[src/rtl/key_sw_reader_pkg.sv]
// Shared board constants for the DE0-Nano key/switch input path.
package key_sw_reader_pkg;

  localparam int CONST_50M = 32'd50000000;

  function automatic int ms_to_cycles(input int ms);
    return (CONST_50M / 32'd1000) * ms;
  endfunction

  localparam int DEBOUNCE_20MS = ms_to_cycles(32'd20);
  localparam int DEBOUNCE_SIM  = 32'd8;

endpackage

[src/rtl/key_sw_reader_debounce_cell.sv]
// One input bit: synchroniser chain, debounce counter, accepted level and
// registered rise/fall pulses aligned with the level change.
module debounce_cell
  import key_sw_reader_pkg::*;
#(
  parameter int SYNC_STAGES     = 2,
  parameter int DEBOUNCE_CYCLES = DEBOUNCE_SIM
) (
  input  logic clk_i,
  input  logic rst_ni,
  input  logic raw_i,
  output logic level_o,
  output logic rise_o,
  output logic fall_o
);

  localparam int CNT_W = $clog2(DEBOUNCE_CYCLES);
  localparam logic [CNT_W-1:0] CNT_LAST = CNT_W'(DEBOUNCE_CYCLES - 1);

  logic [SYNC_STAGES-1:0] sync_q, sync_d;
  logic [CNT_W-1:0]       cnt_q, cnt_d;
  logic                   state_q, state_d;
  logic                   rise_q, rise_d;
  logic                   fall_q, fall_d;
  logic                   synced_s;

  assign synced_s = sync_q[SYNC_STAGES-1];

  always_comb begin
    sync_d  = {sync_q[SYNC_STAGES-2:0], raw_i};
    cnt_d   = cnt_q;
    state_d = state_q;
    rise_d  = 1'b0;
    fall_d  = 1'b0;
    if (synced_s == state_q) begin
      cnt_d = '0;
    end else if (cnt_q == CNT_LAST) begin
      // Pulses are computed here so they appear together with the new level.
      state_d = synced_s;
      cnt_d   = '0;
      rise_d  = synced_s;
      fall_d  = ~synced_s;
    end else begin
      cnt_d = cnt_q + CNT_W'(1);
    end
  end

  always_ff @(posedge clk_i or negedge rst_ni) begin
    if (!rst_ni) begin
      sync_q  <= '0;
      cnt_q   <= '0;
      state_q <= 1'b0;
      rise_q  <= 1'b0;
      fall_q  <= 1'b0;
    end else begin
      sync_q  <= sync_d;
      cnt_q   <= cnt_d;
      state_q <= state_d;
      rise_q  <= rise_d;
      fall_q  <= fall_d;
    end
  end

  assign level_o = state_q;
  assign rise_o  = rise_q;
  assign fall_o  = fall_q;

endmodule

[src/rtl/key_sw_reader.sv]
// Debounced pushbutton and DIP-switch reader: clean levels, edge pulses and
// a wrapping press counter for the display/pattern logic.
module key_sw_reader
  import key_sw_reader_pkg::*;
#(
  parameter int DEBOUNCE_CYCLES = DEBOUNCE_20MS,
  parameter int SYNC_STAGES     = 2,
  parameter int N_SW            = 4,
  parameter int PRESS_CNT_W     = 8
) (
  input  logic                   CLOCK_50,
  input  logic                   KEY,
  input  logic                   KEY_IN,
  input  logic [N_SW-1:0]        SW,
  output logic                   key_level,
  output logic                   key_press,
  output logic                   key_release,
  output logic [N_SW-1:0]        sw_state,
  output logic                   sw_changed,
  output logic [PRESS_CNT_W-1:0] press_count
);

  logic [N_SW:0]            raw_s, level_s, rise_s, fall_s;
  logic [PRESS_CNT_W-1:0]   press_count_q, press_count_d;

  // Button is inverted ahead of its chain, so a chain reset to 0 means "released".
  assign raw_s = {SW, ~KEY_IN};

  for (genvar i = 0; i <= N_SW; i++) begin : g_cell
    debounce_cell #(
      .SYNC_STAGES    (SYNC_STAGES),
      .DEBOUNCE_CYCLES(DEBOUNCE_CYCLES)
    ) u_cell (
      .clk_i  (CLOCK_50),
      .rst_ni (KEY),
      .raw_i  (raw_s[i]),
      .level_o(level_s[i]),
      .rise_o (rise_s[i]),
      .fall_o (fall_s[i])
    );
  end

  assign key_level   = level_s[0];
  assign key_press   = rise_s[0];
  assign key_release = fall_s[0];
  assign sw_state    = level_s[N_SW:1];
  assign sw_changed  = |(rise_s[N_SW:1] | fall_s[N_SW:1]);

  always_comb begin
    if (key_press) begin
      press_count_d = press_count_q + PRESS_CNT_W'(1);
    end else begin
      press_count_d = press_count_q;
    end
  end

  always_ff @(posedge CLOCK_50 or negedge KEY) begin
    if (!KEY) begin
      press_count_q <= '0;
    end else begin
      press_count_q <= press_count_d;
    end
  end

  assign press_count = press_count_q;

endmodule

[config.mk]
export PLATFORM = sky130hd
export DESIGN_NAME = key_sw_reader
export DESIGN_NICKNAME = d
export VERILOG_FILES = /design/src/rtl/key_sw_reader_pkg.sv /design/src/rtl/key_sw_reader_debounce_cell.sv /design/src/rtl/key_sw_reader.sv
export SDC_FILE = /design/constraint.sdc
export NUM_CORES = 1
export LEC_CHECK = 0
export ABC_AREA = 1
export CAP_MARGIN = 20
export CORE_MARGIN = 1.5
export CORE_UTILIZATION = 60
export DETAILED_ROUTE_END_ITERATION = 6
export DONT_BUFFER_PORTS = 1
export PLACE_DENSITY = 0.76
export SETUP_SLACK_MARGIN = 0.2
export SLEW_MARGIN = 20
export SYNTH_ARGS = -nofsm -noshare
export SYNTH_HDL_FRONTEND = slang
export SYNTH_SLANG_ARGS = --single-unit
export TNS_END_PERCENT = 10
[constraint.sdc]
create_clock -name CLOCK_50 -period 2 [get_ports CLOCK_50]
set_clock_uncertainty 0.1 [all_clocks]
set_input_delay 0.1 -clock CLOCK_50 [delete_from_list [all_inputs] [get_ports CLOCK_50]]
set_output_delay 0.1 -clock CLOCK_50 [all_outputs]
set_load 0.01 [all_outputs]
==> metrics.csv <==
stage,metric,value,unit
floorplan,area of the die,0.01197,sq mm
clock_tree,H-tree depth,4,
floorplan,Die Wd,109.4,microns
logic_synthesis,mean post-synth cell area,8.072,sq um
clock_tree,clk slew on worst S/H paths,60,ps
hold_path,worst hold path class,in -> async,
sta,Fin Setup TNS,0,ps
route,wire per inst,13.66,microns
sta,Final Cycle Share,0.8196,
logic_synthesis,Syn Inst Count,842,
layout,fin nets,877,
setup_path,CP Data Required Time,2190,ps
power_and_ir_drop,Final Power,6.345,mW
route,DR vias,5448,
layout,most frequent cells in the layout,"nor2_1, dfrtp_1, nand2_1, nand3_1, inv_1",
global_route,Total GRT Usage,0.2564,
setup_path,CP arrival,1830,ps
clock_tree,clk root buf,clkbuf_16,
clock_tree,TritonCTS buffer count,17,
placed_design,dpl hpwl,9490,microns
job,max_cap viols,0,
route,DRC viols,0,
floorplan,Die Ht,109.4,microns
logic_synthesis,library cells used by synthesis,29,
layout,n_diodes,0,
route,Antenna Nets Post-Route,0,
floorplan,Rows,38,
logic_synthesis,syn_nets,855,
layout,share of layout cells above drive strength 1,0.09008,
logic_synthesis,Yosys warning total,0,
sta,Tightest Pin Transition,358.5,ps
route,iteration count of the initial detailed-routing pass,5,
clock_tree,Clock Latency Late Sink,420,ps
floorplan,core outline area,0.01094,sq mm
layout,final non-filler cell total,1017,
sta,Slew headroom,0.7588,
global_route,GRT Residual Overflow,0,
route,drt initial violations,348,
placed_design,gpl congestion,0.9212,
floorplan,I/O Pins,23,
setup_path,reg2reg start,g_cell[4].u_cell.cnt_q[0],
placed_design,Placed Area,0.006968,sq mm
sta,fmax,610.1,MHz
logic_synthesis,Mapped Area,0.006797,sq mm
layout,Finished Cell Area,0.007685,sq mm
clock_tree,CTS tree,done,
layout,"commonest non-fill, non-tap cell in the layout",nor2_1,
power_and_ir_drop,Leak,3.356,nW
global_route,first-pass GRT wire length,23760,microns
placed_design,port bufs,0,
global_route,vias in the first global route,5228,
power_and_ir_drop,maximum vdd drop,1.258,mV
sta,Tmin final,1639,ps
outcome,failing checks,hold timing,
logic_synthesis,"FF+latch count, synth",133,
sta,"Hold Vio Cnt, Final",133,
route,Routed WL,13890,microns
logic_synthesis,cell accounting for the most synthesized area,dfrtp_1,
route,vias per cell,5.357,
power_and_ir_drop,PwrDens,825.6,mW/mm^2
placed_design,DP Cell Count,980,
global_route,largest net degree at the start of global routing,134,
setup_path,Crit. Startpoint,g_cell[4].u_cell.cnt_q[0],
sta,Final Max Tran Viols,0,
setup_path,CP Capture Type,register,
sta,endpoints failing setup,0,
clock_tree,deepest clock path buffer count,2,
floorplan,effective utilization at floorplan,0.6215,
setup_path,CP Class,reg -> reg,
logic_synthesis,"Seq/Total Area, Yosys",0.4897,
setup_path,CP Launch Type,register,
logic_synthesis,"top cells by area, synth","dfrtp_1, nor2_1, nand2_1, nand3_1, xor2_1",
logic_synthesis,post-synth top area share,0.4897,
sta,RSZ-0062 raised after global routing,no,
setup_path,CP Max Fanout,10,
layout,area grow syn2layout,13.07,%
global_route,initial antenna violation count,0,
clock_tree,Sink Count,133,
clock_tree,# hold bufs at CTS,5,
sta,WHS,-720.8,ps
outcome,status,"complete, but fails checks",
-- power breakdown --
group | leakage [nW] | internal, mW | switching, mW
clock network | 0.320 | 2.32 | 1.15
registers | 1.82 | 2.73 | 0.0325
logic | 1.21 | 0.0480 | 0.0724
total | 3.36 | 5.09 | 1.25
-- stage by stage --
step / util / hold WS, ps / setup WS (ps)
3_5_place_dp: 0.6372 / -291.4 / 399.1
6_report: 0.7027 / -720.8 / 360.9
5_1_grt: 0.7027 / -748.7 / 230.2
2_1_floorplan: - / -295.6 / 582.4
4_1_cts: 0.7027 / -737.1 / 371.3
3_3_place_gp: 0.6372 / -291.0 / 472.1
-- cell families after synthesis --
family          synth area share
compound gates           0.02172
xor+xnor                 0.07345
fa+ha+maj                0.01105
buf+inv                  0.05081
flops                     0.4897
mux                     0.001657
simple gates              0.3516
-- metal layers --
| layer | up-vias | part of all wire | global-route usage |
|---|---|---|---|
| met5 | - | 0 | 0 |
| met4 | 0 | 0.012 | 0.08163 |
| met3 | 14 | 0.051 | 0.07884 |
| met2 | 126 | 0.49 | 0.4148 |
| met1 | 2594 | 0.45 | 0.3303 |
| li1 | 2714 | - | - |
-- synth_stat cells (all sizes together) --
cell / count
nand3b: 4
xor2: 35
nor4: 2
clkbuf: 3
a21oi: 18
nor2: 246
and2: 1
buf: 4
dfrtp: 133
ha: 6
xnor2: 22
nand2: 141
nand4: 13
nand3: 102
or2: 2
nor3b: 2
o21bai: 3
inv: 81
nor3: 16
mux2: 1
o21ai: 7
-- final timing paths --
| kind | end | cells past startpoint | slack (ps) |
|---|---|---|---|
| setup / recovery | g_cell[4].u_cell.cnt_q[6] | 6 | 360 |
| hold / removal | g_cell[2].u_cell.cnt_q[8] | 0 | -720 |
| setup reg to reg | g_cell[4].u_cell.cnt_q[6] | 6 | 360 |
| hold reg to reg | g_cell[0].u_cell.sync_q[1] | 0 | 250 |
| max in group asynchronous | g_cell[0].u_cell.cnt_q[2] | 0 | 2330 |
| min in group CLOCK_50 | g_cell[3].u_cell.sync_q[0] | 1 | 140 |
-- worst max-delay path: stages, from the launching register on --
cell and delay (ps):
dfrtp_1 380, ha_1 200, nand3_1 100, nor2_1 230, nand3_2 250, nand2_4 190, nor3_1 70
-- final cells by class --
type,count,area [sq um]
Inverter,81,304.0
Multi-Input combinational cell,621,3123
Clock inverter,11,196.4
Clock buffer,21,470.5
Timing Repair Buffer,10,87.58
Sequential cell,133,3328
Fill cell,856,3251
Tap cell,140,175.2
-- sequential cells by signal (all words and copies together) (netlist names) --
register and cells:
press_count 8, g_cell.u_cell.cnt_q 100, g_cell.u_cell.sync_q 10, g_cell.u_cell.level_o 5
g_cell.u_cell.fall_o 5, g_cell.u_cell.rise_o 5
-- repair_timing --
action | in CTS | in global routing
resized for setup | 0 | 0
setup buffers | 0 | 0
endpoints found under the hold margin | 138 | 133
(Power assumes the default switching activity.)
